## src/rtl/counter_sched_pkg.sv

```systemverilog
// Purpose : shared types and constants for the counter scheduler.
// Latency : n/a (declarations only).
// Backpressure: n/a.
// Contents: FSM state enum, default counter width, watchdog limit helper.
package counter_sched_pkg;

    typedef enum logic [1:0] {
        ST_IDLE = 2'd0,
        ST_LOAD = 2'd1,
        ST_RUN  = 2'd2,
        ST_FIN  = 2'd3
    } state_e;

    localparam int DEFAULT_WIDTH = 3;

    // RUN cycles a job may take before the watchdog gives up on cnt_done.
    // The longest legal job needs 2**width enables, each tick_div cycles apart;
    // the +4 is slack for load/done-register latency.
    function automatic int timeout_limit(input int width, input int tick_div);
        return (2 ** width) * tick_div + 4;
    endfunction

endpackage

```

## src/rtl/counter_sched_rr_arbiter.sv

```systemverilog
// Purpose : round-robin pick of one requester, searching upward from ptr_i.
// Latency : combinational.
// Backpressure: none; the caller decides when the grant is taken.
// Ports   : req_i request vector, ptr_i first index to consider,
//           gnt_o one-hot grant, idx_o grant index, vld_o any request present.
module rr_arbiter #(
    parameter int NUM_REQ = 4,
    parameter int IW      = $clog2(NUM_REQ)
) (
    input  logic [NUM_REQ-1:0] req_i,
    input  logic [IW-1:0]      ptr_i,
    output logic [NUM_REQ-1:0] gnt_o,
    output logic [IW-1:0]      idx_o,
    output logic               vld_o
);

    logic [IW-1:0] k;

    always_comb begin
        gnt_o = '0;
        idx_o = '0;
        vld_o = 1'b0;
        k     = '0;
        // Walk the requesters in rotated order; the first hit wins.
        for (int i = 0; i < NUM_REQ; i++) begin
            k = IW'((int'(ptr_i) + i) % NUM_REQ);
            if (!vld_o && req_i[k]) begin
                vld_o = 1'b1;
                idx_o = k;
            end
        end
        if (vld_o) begin
            gnt_o[idx_o] = 1'b1;
        end
    end

endmodule

```

## src/rtl/counter_sched.sv

```systemverilog
// Purpose : shares one down-counter between NUM_REQ requesters, one job at a time.
// Latency : ack/cnt_load 1 cycle after grant; cmpl at (V+1)*TICK_DIV+3 cycles.
// Backpressure: requesters hold req until ack; no new grant until the job ends.
// Ports   : req/req_val/abort from requesters; ack/cmpl/err/busy/owner back to them;
//           cnt_load/cnt_count_to/cnt_en drive the counter, cnt_done returns from it.
// Option  : COUNTER_SCHED_TIMEOUT_EN adds a RUN-state watchdog that ends a job with err.
module counter_sched
    import counter_sched_pkg::*;
#(
    parameter int NUM_REQ  = 4,
    parameter int WIDTH    = DEFAULT_WIDTH,
    parameter int TICK_DIV = 1
) (
    input  logic                       clk,
    input  logic                       reset,
    input  logic [NUM_REQ-1:0]         req,
    input  logic [NUM_REQ*WIDTH-1:0]   req_val,
    input  logic                       abort,
    output logic [NUM_REQ-1:0]         ack,
    output logic [NUM_REQ-1:0]         cmpl,
    output logic                       err,
    output logic                       busy,
    output logic [$clog2(NUM_REQ)-1:0] owner,
    output logic                       cnt_load,
    output logic [WIDTH-1:0]           cnt_count_to,
    output logic                       cnt_en,
    input  logic                       cnt_done
);

    localparam int IW = $clog2(NUM_REQ);
    localparam int PW = (TICK_DIV > 1) ? $clog2(TICK_DIV) : 1;
    localparam int CW = WIDTH + 1;
    localparam logic [PW-1:0] PRESC_LAST = PW'(TICK_DIV - 1);

    state_e                 state_q, state_d;
    logic [IW-1:0]          owner_q, owner_d;
    logic [IW-1:0]          ptr_q, ptr_d;
    logic [WIDTH-1:0]       count_to_q, count_to_d;
    logic [NUM_REQ-1:0]     ack_q, ack_d;
    logic                   err_q, err_d;
    logic [PW-1:0]          presc_q, presc_d;
    logic [CW-1:0]          en_cnt_q, en_cnt_d;

    logic [NUM_REQ-1:0]     arb_gnt;
    logic [IW-1:0]          arb_idx;
    logic                   arb_vld;
    logic [WIDTH-1:0]       val_slice [NUM_REQ];
    logic                   tick;
    logic                   en_fire;
    logic                   wd_expire;

    for (genvar i = 0; i < NUM_REQ; i++) begin : g_slice
        assign val_slice[i] = req_val[i*WIDTH +: WIDTH];
    end

    // ptr_q holds (last owner + 1) mod NUM_REQ, so reset value 0 favours req[0].
    rr_arbiter #(.NUM_REQ(NUM_REQ), .IW(IW)) u_arb (
        .req_i (req),
        .ptr_i (ptr_q),
        .gnt_o (arb_gnt),
        .idx_o (arb_idx),
        .vld_o (arb_vld)
    );

    assign tick = (presc_q == PRESC_LAST);
    // A value V needs exactly V+1 enables; stop pulsing after that so the
    // counter is not clocked again while cnt_done travels back to us.
    assign en_fire = (state_q == ST_RUN) && tick && (en_cnt_q <= {1'b0, count_to_q});

`ifdef COUNTER_SCHED_TIMEOUT_EN
    localparam int WD_LIMIT = timeout_limit(WIDTH, TICK_DIV);
    localparam int WDW      = $clog2(WD_LIMIT);
    logic [WDW-1:0] wd_q, wd_d;
    // wd_q counts RUN cycles already spent; expire on the WD_LIMIT-th one.
    assign wd_expire = (wd_q == WDW'(WD_LIMIT - 1));
`else
    assign wd_expire = 1'b0;
`endif

    always_comb begin
        state_d    = state_q;
        owner_d    = owner_q;
        ptr_d      = ptr_q;
        count_to_d = count_to_q;
        ack_d      = '0;
        err_d      = 1'b0;
        presc_d    = presc_q;
        en_cnt_d   = en_cnt_q;
`ifdef COUNTER_SCHED_TIMEOUT_EN
        wd_d       = wd_q;
`endif
        case (state_q)
            ST_IDLE: begin
                if (arb_vld) begin
                    owner_d    = arb_idx;
                    ptr_d      = (arb_idx == IW'(NUM_REQ - 1)) ? '0 : arb_idx + IW'(1);
                    count_to_d = val_slice[arb_idx];
                    ack_d      = arb_gnt;
                    state_d    = ST_LOAD;
                end
            end
            ST_LOAD: begin
                // cnt_done may still be high from the previous job; not looked at here.
                presc_d  = '0;
                en_cnt_d = '0;
`ifdef COUNTER_SCHED_TIMEOUT_EN
                wd_d     = '0;
`endif
                if (abort) begin
                    err_d   = 1'b1;
                    state_d = ST_IDLE;
                end else begin
                    state_d = ST_RUN;
                end
            end
            ST_RUN: begin
                // done takes priority over a coincident abort
                if (cnt_done) begin
                    state_d = ST_FIN;
                end else if (abort || wd_expire) begin
                    err_d   = 1'b1;
                    state_d = ST_IDLE;
                end else begin
                    presc_d = tick ? '0 : presc_q + PW'(1);
                    if (en_fire) begin
                        en_cnt_d = en_cnt_q + CW'(1);
                    end
`ifdef COUNTER_SCHED_TIMEOUT_EN
                    wd_d = wd_q + WDW'(1);
`endif
                end
            end
            ST_FIN: begin
                state_d = ST_IDLE;
            end
            default: begin
                state_d = ST_IDLE;
            end
        endcase
    end

    always_ff @(posedge clk) begin
        if (reset) begin
            state_q    <= ST_IDLE;
            owner_q    <= '0;
            ptr_q      <= '0;
            count_to_q <= '0;
            ack_q      <= '0;
            err_q      <= 1'b0;
            presc_q    <= '0;
            en_cnt_q   <= '0;
`ifdef COUNTER_SCHED_TIMEOUT_EN
            wd_q       <= '0;
`endif
        end else begin
            state_q    <= state_d;
            owner_q    <= owner_d;
            ptr_q      <= ptr_d;
            count_to_q <= count_to_d;
            ack_q      <= ack_d;
            err_q      <= err_d;
            presc_q    <= presc_d;
            en_cnt_q   <= en_cnt_d;
`ifdef COUNTER_SCHED_TIMEOUT_EN
            wd_q       <= wd_d;
`endif
        end
    end

    assign ack          = ack_q;
    assign err          = err_q;
    assign cmpl         = (state_q == ST_FIN) ? (NUM_REQ'(1) << owner_q) : '0;
    assign busy         = (state_q != ST_IDLE);
    assign owner        = owner_q;
    assign cnt_load     = (state_q == ST_LOAD);
    assign cnt_count_to = count_to_q;
    assign cnt_en       = en_fire;

endmodule
```

## config.mk

```make
export PLATFORM = sky130hd
export DESIGN_NAME = counter_sched
export DESIGN_NICKNAME = d
export VERILOG_FILES = /design/src/rtl/counter_sched_pkg.sv /design/src/rtl/counter_sched_rr_arbiter.sv /design/src/rtl/counter_sched.sv
export SDC_FILE = /design/constraint.sdc
export NUM_CORES = 1
export LEC_CHECK = 0
export ABC_AREA = 0
export BUFFER_PORTS_ARGS = -buffer_cell sky130_fd_sc_hd__clkbuf_2
export CAP_MARGIN = 20
export CORE_ASPECT_RATIO = 1.25
export CORE_MARGIN = 2
export CORE_UTILIZATION = 56
export CTS_BUF_LIST = sky130_fd_sc_hd__clkbuf_8
export CTS_CLUSTER_SIZE = 16
export DETAILED_ROUTE_END_ITERATION = 16
export GPL_TIMING_DRIVEN = 1
export PLACE_DENSITY = 0.95
export SYNTH_ARGS = -nofsm -noshare
export SYNTH_HDL_FRONTEND = slang
export SYNTH_SLANG_ARGS = --single-unit
export TNS_END_PERCENT = 5
```

## constraint.sdc

```tcl
create_clock -name clk -period 4.54 [get_ports clk]
set_input_delay 0.908 -clock clk [delete_from_list [all_inputs] [get_ports clk]]
set_output_delay 0.908 -clock clk [all_outputs]
set_load 0.05 [all_outputs]
```

==> impl_metrics.ini <==
[finish]
seqCellArea_um2 = 360
fillers = 146
multi_input_area_um2 = 696
diodes = 0
nets = 200
final_layout_size_suffix_gt1_share_pct = 27.3
area_delta_synth_final_pct = 19.9

[timing]
grt_setup_unrepaired = no
slew-limit-headroom_pct = 61.1
tightest_slew_ns = 0.584
fin_crit_sh_pct = 62.3
slew_viol_final = 0
setup_tns_ns = 0
setup_slack_ns = 1.71
finalSetupViolCount = 0
post-route-min-period_ns = 2.83
finalHoldViolCount = 0
finClkSkew_ns = 0.00161
fmax_mhz = 354

[synthesis]
synthTopCellsByArea = dfxtp_1, ha_1, mux2i_1
synthArstFlopShare_pct = 0
ys_top_cells_by_count = dfxtp_1, ha_1, inv_1
synth_top_area_share_pct = 32.0
synth.most_common_cell = dfxtp_1
synth_top_area_cell = dfxtp_1
synth_edf_count = 0
ys_warn_count = 0
syn_area_mm2 = 0.00113
synth.distinct_cells = 37
synthFlopType = dfxtp_1
synthCells = 129
synth_seq_cells = 18
syn_area_per_cell_um2 = 8.74
synthesis.nets = 162
ys_seq_area_share_pct = 32.0

[power]
power_density_mw_per_mm2 = 347
power.leakage_nw = 0.653
max-vdd-ir-drop_mv = 0.222

[status]
status = completed

[grt]
grt_max_degree = 15
grt_overflow = 0
grt_pass1_wl_um = 4090
grt_pass1_vias = 1045
grt_usage_pct = 23.3
antenna_found_initial = 0

[routing]
vias = 1076
post_drt_wl_per_cell_um = 14.1
drtAntennaViolNets = 0
drc_errors = 0
drtIter0Drc = 22
vias_per_cell = 5.82
dr.pass1.iters = 4
wirelength_um = 2610

[cts]
cts_buffers = 3
clock_latency_ns = 0.25
cts_setup_buffers = 0
cts_hold_buf = 0
root_buffer = clkbuf_8
clk_pin_slew_ns = 0.07
htree_levels = 1
clock_path_buffers = 2
ctsResizeCount = 0
cts_tree = built
cts.sinks = 18

[placement]
place_worst_setup_slack_ns = 1.98
port-buffer-count = 36
gp_congestion = 0.772
dp_hpwl_um = 1990

[setup_path]
slowest_delay_ns = 0.36
path_max_fanout = 3
rrSetupSlack_ns = 2.51
cp-end-kind = primary output
crit_type = reg2out
cp_data_arrival_time_ns = 1.92
crit_path_start_kind = flip-flop
crit_slowest_cell = dfxtp_1
worstPathCellList = inv_1 -> ha_1 -> nor2b_1 -> o21ai_2 -> a32oi_1 -> nor3_1 -> clkbuf_2
worstPathRequired_ns = 3.63

[floorplanning]
die_h_um = 54.2
core_area_mm2 = 0.00194
die_area_mm2 = 0.00239
ioPinCount = 37
die_w_um = 44.1
start_util_pct = 58.2
rows = 18

[run]
cap_violations = 0

[worst_hold_path]
min_path_type = reg2reg
-- kinds of logic after synthesis --
logic type / after synthesis / synth area share (%)
buffers and inverters: 16 / 6.33
multiplexers: 9 / 7.99
AO/OA/AOI/OAI: 27 / 17.4
AND/OR/NAND/NOR: 46 / 21.9
adder cells (fa/ha/maj): 13 / 14.4
flip-flops: 18 / 32.0
-- cell usage in the layout, fill, tap and decap left out, drive strengths merged, types with 2 or more instances in the layout --
| master | instances |
|---|---|
| a211oi | 2 |
| a21oi | 11 |
| and2 | 4 |
| and3 | 2 |
| clkbuf | 39 |
| dfxtp | 18 |
| ha | 13 |
| inv | 13 |
| mux2i | 9 |
| nand2 | 11 |
| nand2b | 5 |
| nand3b | 3 |
| nor2 | 11 |
| nor3 | 3 |
| nor3b | 2 |
| o21a | 2 |
| o21ai | 2 |
| o221ai | 3 |
| o22ai | 2 |
-- registers in the layout (all words and copies together) (netlist names) --
name,count
err,1
ptr_q,2
state_q,2
ack,4
owner,2
en_cnt_q,4
cnt_count_to,3
-- worst max-delay path: cells and delay by family (launching register included) --
kind | cells | cell delay (ns)
DFF | 1 | 0.36
AOI/OAI and AO/OA | 2 | 0.26
and+or+nand+nor | 2 | 0.35
buffers and inverters | 2 | 0.37
adders and majority gates | 1 | 0.33
-- area by class of cell --
type                    instances  share of cell area [%]
multi-input cells              95                    51.5
flip-flops and latches         18                    26.7
well taps                      20                    1.85
repair buffers                 36                    13.3
inverters                      13                    3.61
clock buffers                   3                    3.06
-- metal layers --
| layer | up-vias | global-route usage [%] | wire (um) |
|---|---|---|---|
| li1 | 527 | - | - |
| met1 | 496 | 22.1 | 1020 |
| met2 | 47 | 45.3 | 1370 |
| met3 | 6 | 4.03 | 165 |
| met4 | 0 | 14.6 | 57 |
| met5 | - | 0 | 0 |
-- per-stage QoR --
stage / instance area (um^2) / hold slack, ns / std cells / total power [W] / util [%]
2_1_floorplan: 1130 / 0.464 / 129 / 0.000317 / -
3_3_place_gp: 1310 / 0.486 / 182 / 0.000346 / 67.6
3_5_place_dp: 1310 / 0.498 / 182 / 0.000356 / 67.6
4_1_cts: 1350 / 0.510 / 185 / 0.000467 / 69.8
5_1_grt: 1350 / 0.539 / 185 / 0.000491 / 69.8
6_report: 1350 / 0.511 / 185 / 0.000468 / 69.8
-- power by group --
part | switching, W | internal, W | leakage [nW]
clock | 0.0000535 | 0.0000589 | 0.0216
sequential | 0.0000149 | 0.000173 | 0.147
combinational | 0.000112 | 0.0000564 | 0.485
-- final timing paths --
kind | start | cells after the start | end
hold reg to reg | en_cnt_q[1]$_SDFFE_PP0P_ | 2 | en_cnt_q[1]$_SDFFE_PP0P_
hold / removal | en_cnt_q[1]$_SDFFE_PP0P_ | 2 | en_cnt_q[1]$_SDFFE_PP0P_
setup reg to reg | ptr_q[1]$_SDFFE_PP0P_ | 7 | ptr_q[1]$_SDFFE_PP0P_
setup / recovery | cnt_count_to[1]$_SDFFE_PP0P_ | 7 | cnt_en
(Power assumes the default switching activity.)
